`src/rtl/cpu_br_pkg.sv`:
```
// Shared types for branch resolution: branch op encoding, resolver FSM states
// and the default fall-through increment.
package cpu_br_pkg;

  typedef enum logic [2:0] {
    BEQ  = 3'd0,
    BNE  = 3'd1,
    BLT  = 3'd2,
    BGE  = 3'd3,
    BGT  = 3'd4,
    BLE  = 3'd5,
    JMP  = 3'd6,
    RSVD = 3'd7
  } br_op_t;

  typedef enum logic [1:0] {
    IDLE     = 2'd0,
    RESOLVE  = 2'd1,
    REDIRECT = 2'd2,
    FLUSH    = 2'd3
  } br_state_t;

  // Word-addressed PC: the next sequential instruction is one address up.
  localparam int PC_INC_DEF = 1;

endpackage

```
`src/rtl/br_cond.sv`:
```
// Branch condition evaluator: maps op plus comparator flags to taken/op_err.
// Purely combinational, zero latency, no flow control.
module br_cond
  import cpu_br_pkg::*;
(
  input  br_op_t op,
  input  logic   eq,
  input  logic   gt,
  input  logic   lt,
  output logic   taken,
  output logic   op_err
);

  always_comb begin
    taken  = 1'b0;
    op_err = 1'b0;
    case (op)
      BEQ:     taken = eq;
      BNE:     taken = !eq;
      BLT:     taken = lt;
      BGE:     taken = gt | eq;
      BGT:     taken = gt;
      BLE:     taken = lt | eq;
      JMP:     taken = 1'b1;
      default: op_err = 1'b1;
    endcase
  end

endmodule

```
`src/rtl/branch_resolve.sv`:
```
// Branch resolver: accept at N, outcome at N+1, redirect_valid at N+2 on mispredict.
// br_ready only in IDLE; redirect waits on redirect_ready, then flush for FLUSH_CYCLES.
module branch_resolve
  import cpu_br_pkg::*;
#(
  parameter int XLEN         = 16,
  parameter int PC_INC       = PC_INC_DEF,
  parameter int FLUSH_CYCLES = 2,
  parameter int CNT_W        = 16
) (
  input  logic             clk,
  input  logic             rst,
  input  logic             br_valid,
  output logic             br_ready,
  input  logic [2:0]       br_op,
  input  logic [XLEN-1:0]  br_pc,
  input  logic [XLEN-1:0]  br_imm,
  input  logic             pred_taken,
  input  logic             eq,
  input  logic             gt,
  input  logic             lt,
  output logic             redirect_valid,
  input  logic             redirect_ready,
  output logic [XLEN-1:0]  redirect_pc,
  output logic             flush,
  output logic             flag_err,
  output logic [CNT_W-1:0] taken_cnt,
  output logic [CNT_W-1:0] mispred_cnt
);

  localparam int FC_W = 4;

  br_state_t       state, state_nxt;
  br_op_t          op_q;
  logic [XLEN-1:0] pc_q, imm_q;
  logic            pred_q, eq_q, gt_q, lt_q;
  logic [FC_W-1:0] flush_cnt;

  logic            taken, op_err, flag_bad, mispred;
  logic [XLEN-1:0] target;

  br_cond u_cond (
    .op     (op_q),
    .eq     (eq_q),
    .gt     (gt_q),
    .lt     (lt_q),
    .taken  (taken),
    .op_err (op_err)
  );

  // Branch still resolves from raw flags; a malformed triple only raises the error.
  assign flag_bad = !$onehot({eq_q, gt_q, lt_q});
  assign mispred  = (taken != pred_q);
  assign target   = taken ? (pc_q + imm_q) : (pc_q + XLEN'(PC_INC));

  always_ff @(posedge clk or posedge rst) begin
    if (rst) state <= IDLE;
    else     state <= state_nxt;
  end

  always_comb begin
    state_nxt      = state;
    br_ready       = 1'b0;
    redirect_valid = 1'b0;
    flush          = 1'b0;
    case (state)
      IDLE: begin
        br_ready = !rst;
        if (br_valid && !rst) state_nxt = RESOLVE;
      end
      RESOLVE: state_nxt = mispred ? REDIRECT : IDLE;
      REDIRECT: begin
        redirect_valid = 1'b1;
        if (redirect_ready) state_nxt = FLUSH;
      end
      FLUSH: begin
        flush = 1'b1;
        if (flush_cnt <= FC_W'(1)) state_nxt = IDLE;
      end
      default: state_nxt = IDLE;
    endcase
  end

  always_ff @(posedge clk or posedge rst) begin
    if (rst) begin
      op_q        <= BEQ;
      pc_q        <= '0;
      imm_q       <= '0;
      pred_q      <= 1'b0;
      eq_q        <= 1'b0;
      gt_q        <= 1'b0;
      lt_q        <= 1'b0;
      redirect_pc <= '0;
      flush_cnt   <= '0;
      flag_err    <= 1'b0;
      taken_cnt   <= '0;
      mispred_cnt <= '0;
    end else begin
      if (state == IDLE && br_valid) begin
        op_q   <= br_op_t'(br_op);
        pc_q   <= br_pc;
        imm_q  <= br_imm;
        pred_q <= pred_taken;
        eq_q   <= eq;
        gt_q   <= gt;
        lt_q   <= lt;
      end
      if (state == RESOLVE) begin
        if (mispred) redirect_pc <= target;
        if (taken && taken_cnt != '1) taken_cnt <= taken_cnt + 1'b1;
        if (mispred && mispred_cnt != '1) mispred_cnt <= mispred_cnt + 1'b1;
        if (op_err || flag_bad) flag_err <= 1'b1;
      end
      // Counter counts remaining flush cycles including the current one.
      if (state == REDIRECT && redirect_ready) flush_cnt <= FC_W'(FLUSH_CYCLES);
      else if (state == FLUSH)                flush_cnt <= flush_cnt - 1'b1;
    end
  end

endmodule

```
`config.mk`:
```
export PLATFORM = sky130hd
export DESIGN_NAME = branch_resolve
export DESIGN_NICKNAME = d
export VERILOG_FILES = /design/src/rtl/cpu_br_pkg.sv /design/src/rtl/br_cond.sv /design/src/rtl/branch_resolve.sv
export SDC_FILE = /design/constraint.sdc
export NUM_CORES = 1
export LEC_CHECK = 0
export BUFFER_PORTS_ARGS = -buffer_cell sky130_fd_sc_hd__clkbuf_2
export CAP_MARGIN = 20
export CORE_MARGIN = 10
export CORE_UTILIZATION = 32
export DETAILED_ROUTE_END_ITERATION = 7
export PLACE_DENSITY = 0.58
export REMOVE_ABC_BUFFERS = 1
export SLEW_MARGIN = 20
export SYNTH_ARGS = -nofsm -noshare
export SYNTH_HDL_FRONTEND = slang
export SYNTH_SLANG_ARGS = --single-unit
export TNS_END_PERCENT = 30
```
`constraint.sdc`:
```
create_clock -name clk -period 3.1 [get_ports clk]
set_input_delay 0.31 -clock clk [delete_from_list [all_inputs] [get_ports clk]]
set_output_delay 0.31 -clock clk [all_outputs]
set_load 0.01 [all_outputs]
```
==> results of run 1 <==
[cell usage after synthesis (all sizes together), types with 8 or more instances]
cell	n	share of area [%]
dfrtp	94	48
nand2	45	3.4
mux2	41	9.4
o21ai	28	2.9
xor2	27	4.8
ha	19	4.9
a21oi	17	1.7
nand3	16	1.6
nor2	16	1.2
and2	15	1.9
inv	15	1.1
nor3	15	1.6
xnor2	14	2.5
buf	10	1.0
nor4	8	1.9
[per-stage QoR]
stage	cell area, um2	cells
after floorplan	4830	439
after global placement	5740	743
after detailed placement	5740	743
after CTS	6090	759
after global routing	6230	760
final	6230	760
[logic make-up (layout without fill, tap and decap cells)]
family	Yosys count	after routing	synth area share [%]
and+or+nand+nor	149	149	16.8
adders and majority gates	21	21	5.67
xor gates and xnor gates	41	41	7.33
AOI/OAI and AO/OA	73	73	9.19
buffers and inverters	30	148	2.55
DFF	94	94	48.0
muxes	46	46	10.4
[sequential cells by signal (all words and copies together), names as in the netlist, 3 cells and up, named ones only]
| register | count |
|---|---|
| mispred_cnt | 16 |
| imm_q | 16 |
| flush_cnt | 4 |
| taken_cnt | 16 |
| op_q | 3 |
| pc_q | 16 |
| redirect_pc | 16 |
[final cells by class]
class	instances	area, um2	share of cell area [%]
clock buffers	11	253	4.06
clock inverters	5	81.3	1.31
inverters	15	58.8	0.944
multi-input cells	330	2580	41.5
flip-flops and latches	94	2350	37.8
well taps	188	235	3.78
repair buffers	117	663	10.6
[worst register-to-register path, delay by kind of cell (launching register included)]
family | cells | cell delay [ns]
AND/OR/NAND/NOR | 1 | 0.15
XOR/XNOR | 1 | 0.13
AO/OA/AOI/OAI | 5 | 0.87
multiplexers | 3 | 0.55
adder cells (fa/ha/maj) | 1 | 0.32
flip-flops | 1 | 0.41
buffers and inverters | 3 | 0.41
[routing by layer]
metal	wire length [um]	vias up	GRT usage (%)
met1	5390	1777	15.0
met4	208	0	4.84
met2	5240	82	17.8
li1	-	1832	-
met3	755	15	3.70
met5	0	-	0
[worst max-delay path by stage]
stage | cells past startpoint | to | startpoint
4_1_cts | 14 | redirect_pc[15] | op_q[2]
3_3_place_gp | 13 | redirect_pc[15] | op_q[2]
5_1_grt | 14 | redirect_pc[13] | op_q[2]
2_1_floorplan | 2 | imm_q[0] | register
3_5_place_dp | 13 | redirect_pc[15] | op_q[2]
6_report | 14 | redirect_pc[15] | op_q[2]
[where the power goes]
part	switching, uW	internal [uW]
Sequential	382	1680
Combinational	2110	2050
Clock	471	750
Total	2960	4480
[repair_timing]
action                                  in CTS  in global routing
gates cloned                                 0                  0
pin swaps                                    1                 10
hold buffers                                 0                  0
buffers inserted                             0                  1
endpoints found under the setup margin       2                  8
resized for setup                            5                 26
==> reports/qor.txt, run 1 <==
CORE AREA: 15100 um2
# setup viols final: 0
Max Clock Freq: 340 MHz
Grt total ovfl: 0
Area Growth Syn to Fin: 27.1%
Crit-path slowest cell: dfrtp_1
Drt total wl: 11600 um
Die Wd: 144 um
GPL Wtd Cong: 0.871
Count of different cell masters after synthesis: 50
Total die area: 20700 um2
Max-cap violations: 0
Layout cells sized above 1: 36.4%
Final core utilization: 41.3%
Startpoint Class: register
Gr usage total: 11.7%
Worst-path maximum fanout: 10
Yosys warns: 0
Vias/cell: 4.88
Initial antenna violation count: 1
Clock Path Buffers: 2
Final HPWL DP: 8960 um
Final Cycle Share: 94.9%
Syn Std Cell Area: 4900 um2
PwrDens: 1200 nW/um2
Vias in the first global route: 3852
Setup ws final: 0.158 ns
Fillers: 1476
First-pass GRT wire length: 19200 um
R2R cell count: 14
HP Class: in2async
DIE HEIGHT: 144 um
Vias: 3706
Setup tns final: 0 ns
CTS buffer count: 9
DR WL/cell: 15.3 um
Commonest non-fill, non-tap cells in the layout: dfrtp_1 (94), clkbuf_2 (94), nand2_1 (44)
Starting Density: 32.5%
Ys flop type: dfrtp_1
Number of remaining DRC errors: 0
Peak VDD IR: 0.406 mV
Depth of the CTS H-tree: 3
Clk root buf: clkbuf_16
Crit Path Class: reg2reg
Reg-to-reg startpoint: op_q[2]
Post-layout power: 7450 uW
Worst-Margin Slew: 0.633 ns
Latest clock arrival within the worst-skew pair: 0.35 ns
Clk_skew: 0.00855 ns
CP Data Arrival Time: 3.18 ns
Row cnt: 45
CTS sink count: 94
Hold slack: 0.0529 ns
Place WS: -0.0669 ns
Static Leak: 0.00290 uW
Antenna Cells: 0
CTS tree: built
Post-synthesis sequential area ratio: 48.0%
Asr flop ratio synth: 100%
Fin. max-slew vios: 0
Status: finished clean
EDFF count, synth: 0
Reg clk slew, reported paths: 0.07 ns
Buffers & Inverters on Critical Path: 3
R2r setup slk: 0.16 ns
Pre-Repair DR Iteration Count: 5
Initial drt markers: 125
Largest net degree at the start of global routing: 52
Synthesized instance count: 454
Reg2reg end: redirect_pc[15]
CP Data Required Time: 3.33 ns
Num ports: 95
Antenna-violating nets left: 0
Fin. Hold Viols: 0
Register bit total from synthesis: 94
Post-Syn Area per Cell: 10.8 um2
CP peak stage delay: 0.41 ns
Cell Chain, Critical Path: buf_6 > mux2i_1 > mux2i_1 > o21a_1 > buf_12 > buf_6 > and2_1 > ha_1 > a21oi_1 > o21ai_0 > a21oi_1 > o31ai_2 > xnor2_1 > mux2_2
Final Net Count: 631
Delay-heaviest family, CP: compound AO/OA/AOI/OAI gates
# port buffers: 94
Tmin final: 2.94 ns
Setup crit end kind: register
Worst slew margin: 57.8%
(Power assumes the default switching activity.)
==> run 2: changes to the inputs <==
CELL_PAD_IN_SITES_DETAIL_PLACEMENT = 1   (was default)
CELL_PAD_IN_SITES_GLOBAL_PLACEMENT = 2   (was default)
PLACE_DENSITY = 0.81   (was 0.58)
==> run 2 against run 1 <==
Highest routed layer unchanged; register-to-register slack is essentially flat; global-route usage grew 1.3 points; via count grew 1.4%; largest cell class unchanged; utilization shrank 1.1 points.
==> reports/qor.txt, run 2 (synthesis results as in run 1) <==
Static Leak: 0.00283 uW
Final core utilization: 40.1%
Final Cycle Share: 95.2%
Commonest non-fill, non-tap cells in the layout: dfrtp_1 (94), clkbuf_2 (94), nand2_1 (45)
GPL Wtd Cong: 0.791
Peak VDD IR: 0.453 mV
CTS buffer count: 9
First-pass GRT wire length: 21400 um
Total die area: 20700 um2
CORE AREA: 15100 um2
Reg clk slew, reported paths: 0.06 ns
Fillers: 1709
Switching pwr: 2950 uW
Setup tns final: 0 ns
Cell Int Power: 4110 uW
Seq pwr share: 29.3%
Starting Density: 32.5%
Largest net degree at the start of global routing: 45
Number of remaining DRC errors: 0
Max Clock Freq: 339 MHz
Grt total ovfl: 0
CTS sink count: 94
Final Net Count: 624
Switching share of power: 41.8%
Tmin final: 2.95 ns
# port buffers: 94
DIE HEIGHT: 144 um
Multi-input logic area: 2520 um2
Vias: 3759
Setup crit end kind: register
Vias in the first global route: 4146
Row cnt: 45
CTS tree: built
Final HPWL DP: 9960 um
Antenna Cells: 0
Vias/cell: 4.99
Comb pwr share: 55.3%
Initial antenna violation count: 0
CP peak stage delay: 0.41 ns
Crit Path Class: reg2reg
Crit-path slowest cell: dfrtp_1
Hold slack: 0.165 ns
R2R cell count: 13
Layout cells sized above 1: 33.8%
Max-cap violations: 0
Cell Chain, Critical Path: buf_4 > nor4b_2 > a311oi_2 > o21a_2 > buf_8 > and2_1 > ha_1 > a21oi_1 > o21ai_0 > a21oi_1 > o31ai_2 > xnor2_1 > mux2_2
DR WL/cell: 17.2 um
Startpoint Class: register
HP Class: in2reg
Antenna-violating nets left: 0
Post-route cell area: 6060 um2
Gr usage total: 13.0%
Clk root buf: clkbuf_16
Fin. max-slew vios: 0
# setup viols final: 0
PwrDens: 1170 nW/um2
CP Data Arrival Time: 3.18 ns
Latest clock arrival within the worst-skew pair: 0.35 ns
Die Wd: 144 um
Clock Path Buffers: 2
Worst-Margin Slew: 0.537 ns
Worst slew margin: 64.2%
Most frequent CP cell: a21oi_1
Min-Delay Path Depth: 3
Pre-Repair DR Iteration Count: 4
Reg area: 2350 um2
Num ports: 95
Drt total wl: 12900 um
Initial drt markers: 121
Area Growth Syn to Fin: 23.6%
Clk_skew: 0.00779 ns
Status: finished clean
Depth of the CTS H-tree: 3
Fin. Hold Viols: 0
CP Data Required Time: 3.33 ns
Clock share of power: 15.3%
Dpl cell area: 5670 um2
Worst-path maximum fanout: 17
-- run 2: cell count changes in the layout (fill, tap and decap cells not counted), moves of 2 or more --
cell / delta
buf_6: -2
bufinv_16: -2
o21ai_1: +2
a21oi_2: -2
a21oi_1: +2
ha_1: +3
buf_4: -6
ha_4: -2
-- run 2: what timing repair did --
item / in CTS / in global routing
gates cloned: 0 / 0
pin swaps: 1 / 6
setup buffers: 0 / 0
hold buffers: 1 / 0
setup endpoints to repair: 2 / 8
hold endpoints to repair: 29 / 0
resized for setup: 4 / 20
-- run 2: path summary, 6_finish.rpt --
kind,from,to,slack (ns)
max,op_q[2],redirect_pc[15],0.15
min,br_pc[1],pc_q[1],0.16
max reg2reg,op_q[2],redirect_pc[15],0.15
min reg2reg,flag_err,flag_err,0.48
max in group asynchronous,rst,pc_q[14],1.79
min in group asynchronous,rst,taken_cnt[7],0.50
-- run 2: routing by layer --
| layer | vias up | routed length (um) | track usage, % |
|---|---|---|---|
| met5 | - | 0 | 0 |
| met4 | 0 | 170 | 4.51 |
| met3 | 13 | 900 | 4.69 |
| met2 | 70 | 6250 | 21.3 |
| met1 | 1866 | 5600 | 15.5 |
| li1 | 1810 | - | - |
-- run 2: worst max-delay path: cells and delay by family (launching register included) --
kind	cells	cell delay [ns]
AOI/OAI and AO/OA	6	0.86
xor gates and xnor gates	1	0.13
adders and majority gates	1	0.37
buffers and inverters	2	0.33
DFF	1	0.41
muxes	1	0.26
and+or+nand+nor	2	0.46
-- run 2: layout make-up --
| class | instances | area share (%) |
|---|---|---|
| inverters | 15 | 0.971 |
| flip-flops and latches | 94 | 38.8 |
| well taps | 188 | 3.88 |
| clock inverters | 3 | 0.289 |
| repair buffers | 110 | 9.91 |
| clock buffers | 13 | 4.46 |
| multi-input cells | 330 | 41.7 |
-- run 2: per-stage QoR --
stage,instances,setup WS [ns],total power [uW]
global placement,736,0.0329,5670
floorplan,439,-0.989,4610
global route,753,-0.0439,7750
finish,753,0.149,7060
detailed placement,736,-0.0947,5790
CTS,753,0.0447,6940
-- run 2: power groups by stage --
stage	sequential (uW)	clock (uW)	combinational [uW]
detailed placement	2090	0	3690
global route	2140	1170	4440
floorplan	2030	0	2580
CTS	2080	1120	3750
global placement	2070	0	3600
finish	2070	1080	3910
==> run 3: changes to the inputs <==
CORE_MARGIN = default   (was 10)
==> run 3 against run 2 <==
Combinational power about the same; via count is 0.77% lower; clock skew shrank 0.00055 ns; count of clock-buffer cells in the layout is 3 lower; flip-flop and latch count unchanged; die area decreased by 23%; largest power group unchanged.
==> reports/qor.txt, run 3 (synthesis results as in run 1) <==
Commonest non-fill, non-tap cells in the layout: dfrtp_1 (94), clkbuf_2 (94), nand2_1 (45)
Peak VDD IR: 0.378 mV
Depth of the CTS H-tree: 3
Tmin final: 2.89 ns
Antenna Cells: 0
Crit-path slowest cell: dfrtp_1
PwrDens: 1160 nW/um2
Initial drt markers: 113
Worst-Margin Slew: 0.541 ns
Starting Density: 33.2%
Hold slack: 0.0159 ns
# setup viols final: 0
Worst-path maximum fanout: 16
Num ports: 95
Fin. Hold Viols: 0
Setup crit start: op_q[2]
Static Leak: 0.00284 uW
Fillers: 1651
Reg clk slew, reported paths: 0.07 ns
Max-cap violations: 0
Vias: 3730
Setup crit end kind: register
Largest net degree at the start of global routing: 45
Worst slew margin: 63.9%
Vias/cell: 4.96
DR WL/cell: 16.1 um
Area Growth Syn to Fin: 22.8%
Die Wd: 126 um
Row cnt: 44
Post-route cell area: 6020 um2
Gr usage total: 16.4%
Cell Chain, Critical Path: buf_4 > mux2i_1 > mux2i_1 > o21a_2 > buf_8 > and2_1 > ha_1 > nand2_1 > nor3_1 > a21oi_2 > o31ai_2 > xnor2_1 > mux2_2
CP peak stage delay: 0.36 ns
Antenna-violating nets left: 0
Initial antenna violation count: 0
# port buffers: 94
Crit Path Class: reg2reg
CORE AREA: 14800 um2
Total die area: 15800 um2
CTS sink count: 94
Fin. max-slew vios: 0
CP Data Arrival Time: 3.13 ns
Clock Path Buffers: 2
Startpoint Class: register
CP Data Required Time: 3.34 ns
CTS tree: built
Number of remaining DRC errors: 0
Final Cycle Share: 93.4%
R2R cell count: 13
Max Clock Freq: 345 MHz
DIE HEIGHT: 126 um
Drt total wl: 12100 um
Pre-Repair DR Iteration Count: 4
Post-layout power: 6990 uW
Final HPWL DP: 9390 um
First-pass GRT wire length: 20500 um
Grt total ovfl: 0
Reg-to-reg startpoint: op_q[2]
Latest clock arrival within the worst-skew pair: 0.35 ns
GPL Wtd Cong: 0.779
Final Net Count: 628
Final core utilization: 40.8%
Setup Buffers After CTS: 0
CTS buffer count: 9
Status: finished clean
Vias in the first global route: 4074
Clk root buf: clkbuf_16
Dpl cell area: 5700 um2
Layout cells sized above 1: 33.5%
Clk_skew: 0.00724 ns
HP Class: in2async
RSZ-0062 raised after global routing: false
Most frequent CP cell: mux2i_1
==> run 3: what timing repair did <==
item / in CTS / in global routing
gates resized for setup: 1 / 13
pin swaps: 0 / 5
setup endpoints to repair: 2 / 7
endpoints found under the hold margin: 0 / 0
hold buffers: 0 / 0
==> run 3: path summary, 6_finish.rpt <==
check                                       end  slack (ns)
worst min register to register         flag_err        0.48
worst max register to register  redirect_pc[15]        0.21
max in group asynchronous       mispred_cnt[14]        2.30
worst max-delay path            redirect_pc[15]        0.21
worst min-delay path              taken_cnt[10]        0.02
min in group clk                           gt_q        0.16
==> run 3: per-layer routing <==
layer	global-route usage [%]	up-vias	routed length, um
li1	-	1813	-
met1	19.8	1832	5450
met2	28.2	73	5860
met3	4.72	12	606
met4	5.10	0	158
met5	0	-	0
==> run 3: final cells by class <==
type / instances / area [um2] / share of cell area [%]
repair buffers: 114 / 628 / 10.4
inverters: 15 / 58.8 / 0.977
flip-flops and latches: 94 / 2350 / 39.1
clock buffers: 10 / 239 / 3.97
multi-input cells: 330 / 2480 / 41.1
clock inverters: 5 / 35.0 / 0.582
well taps: 184 / 230 / 3.82
==> run 3: critical path: cells and delay by family, from the launching register on <==
family | cells | cell delay, ns
adder cells (fa/ha/maj) | 1 | 0.32
XOR/XNOR | 1 | 0.10
flip-flops | 1 | 0.36
AND/OR/NAND/NOR | 3 | 0.49
AO/OA/AOI/OAI | 3 | 0.63
multiplexers | 3 | 0.56
buffers and inverters | 2 | 0.32
==> run 3: per-stage QoR <==
stage	setup WS (ns)	cells	TNS (ns)
2_1_floorplan	-0.989	439	-52.21
3_3_place_gp	0.0994	737	0
3_5_place_dp	-0.0216	737	-0.0216
4_1_cts	0.0243	752	0
5_1_grt	0.00454	752	0
6_report	0.205	752	0
==> run 3: where the power goes <==
part / total (uW) / switching (uW) / leakage (uW) / internal (uW)
clock network: 1040 / 474 / 0.000135 / 562
logic: 3910 / 2060 / 0.00153 / 1840
registers: 2050 / 363 / 0.00117 / 1680
total: 6990 / 2900 / 0.00284 / 4090
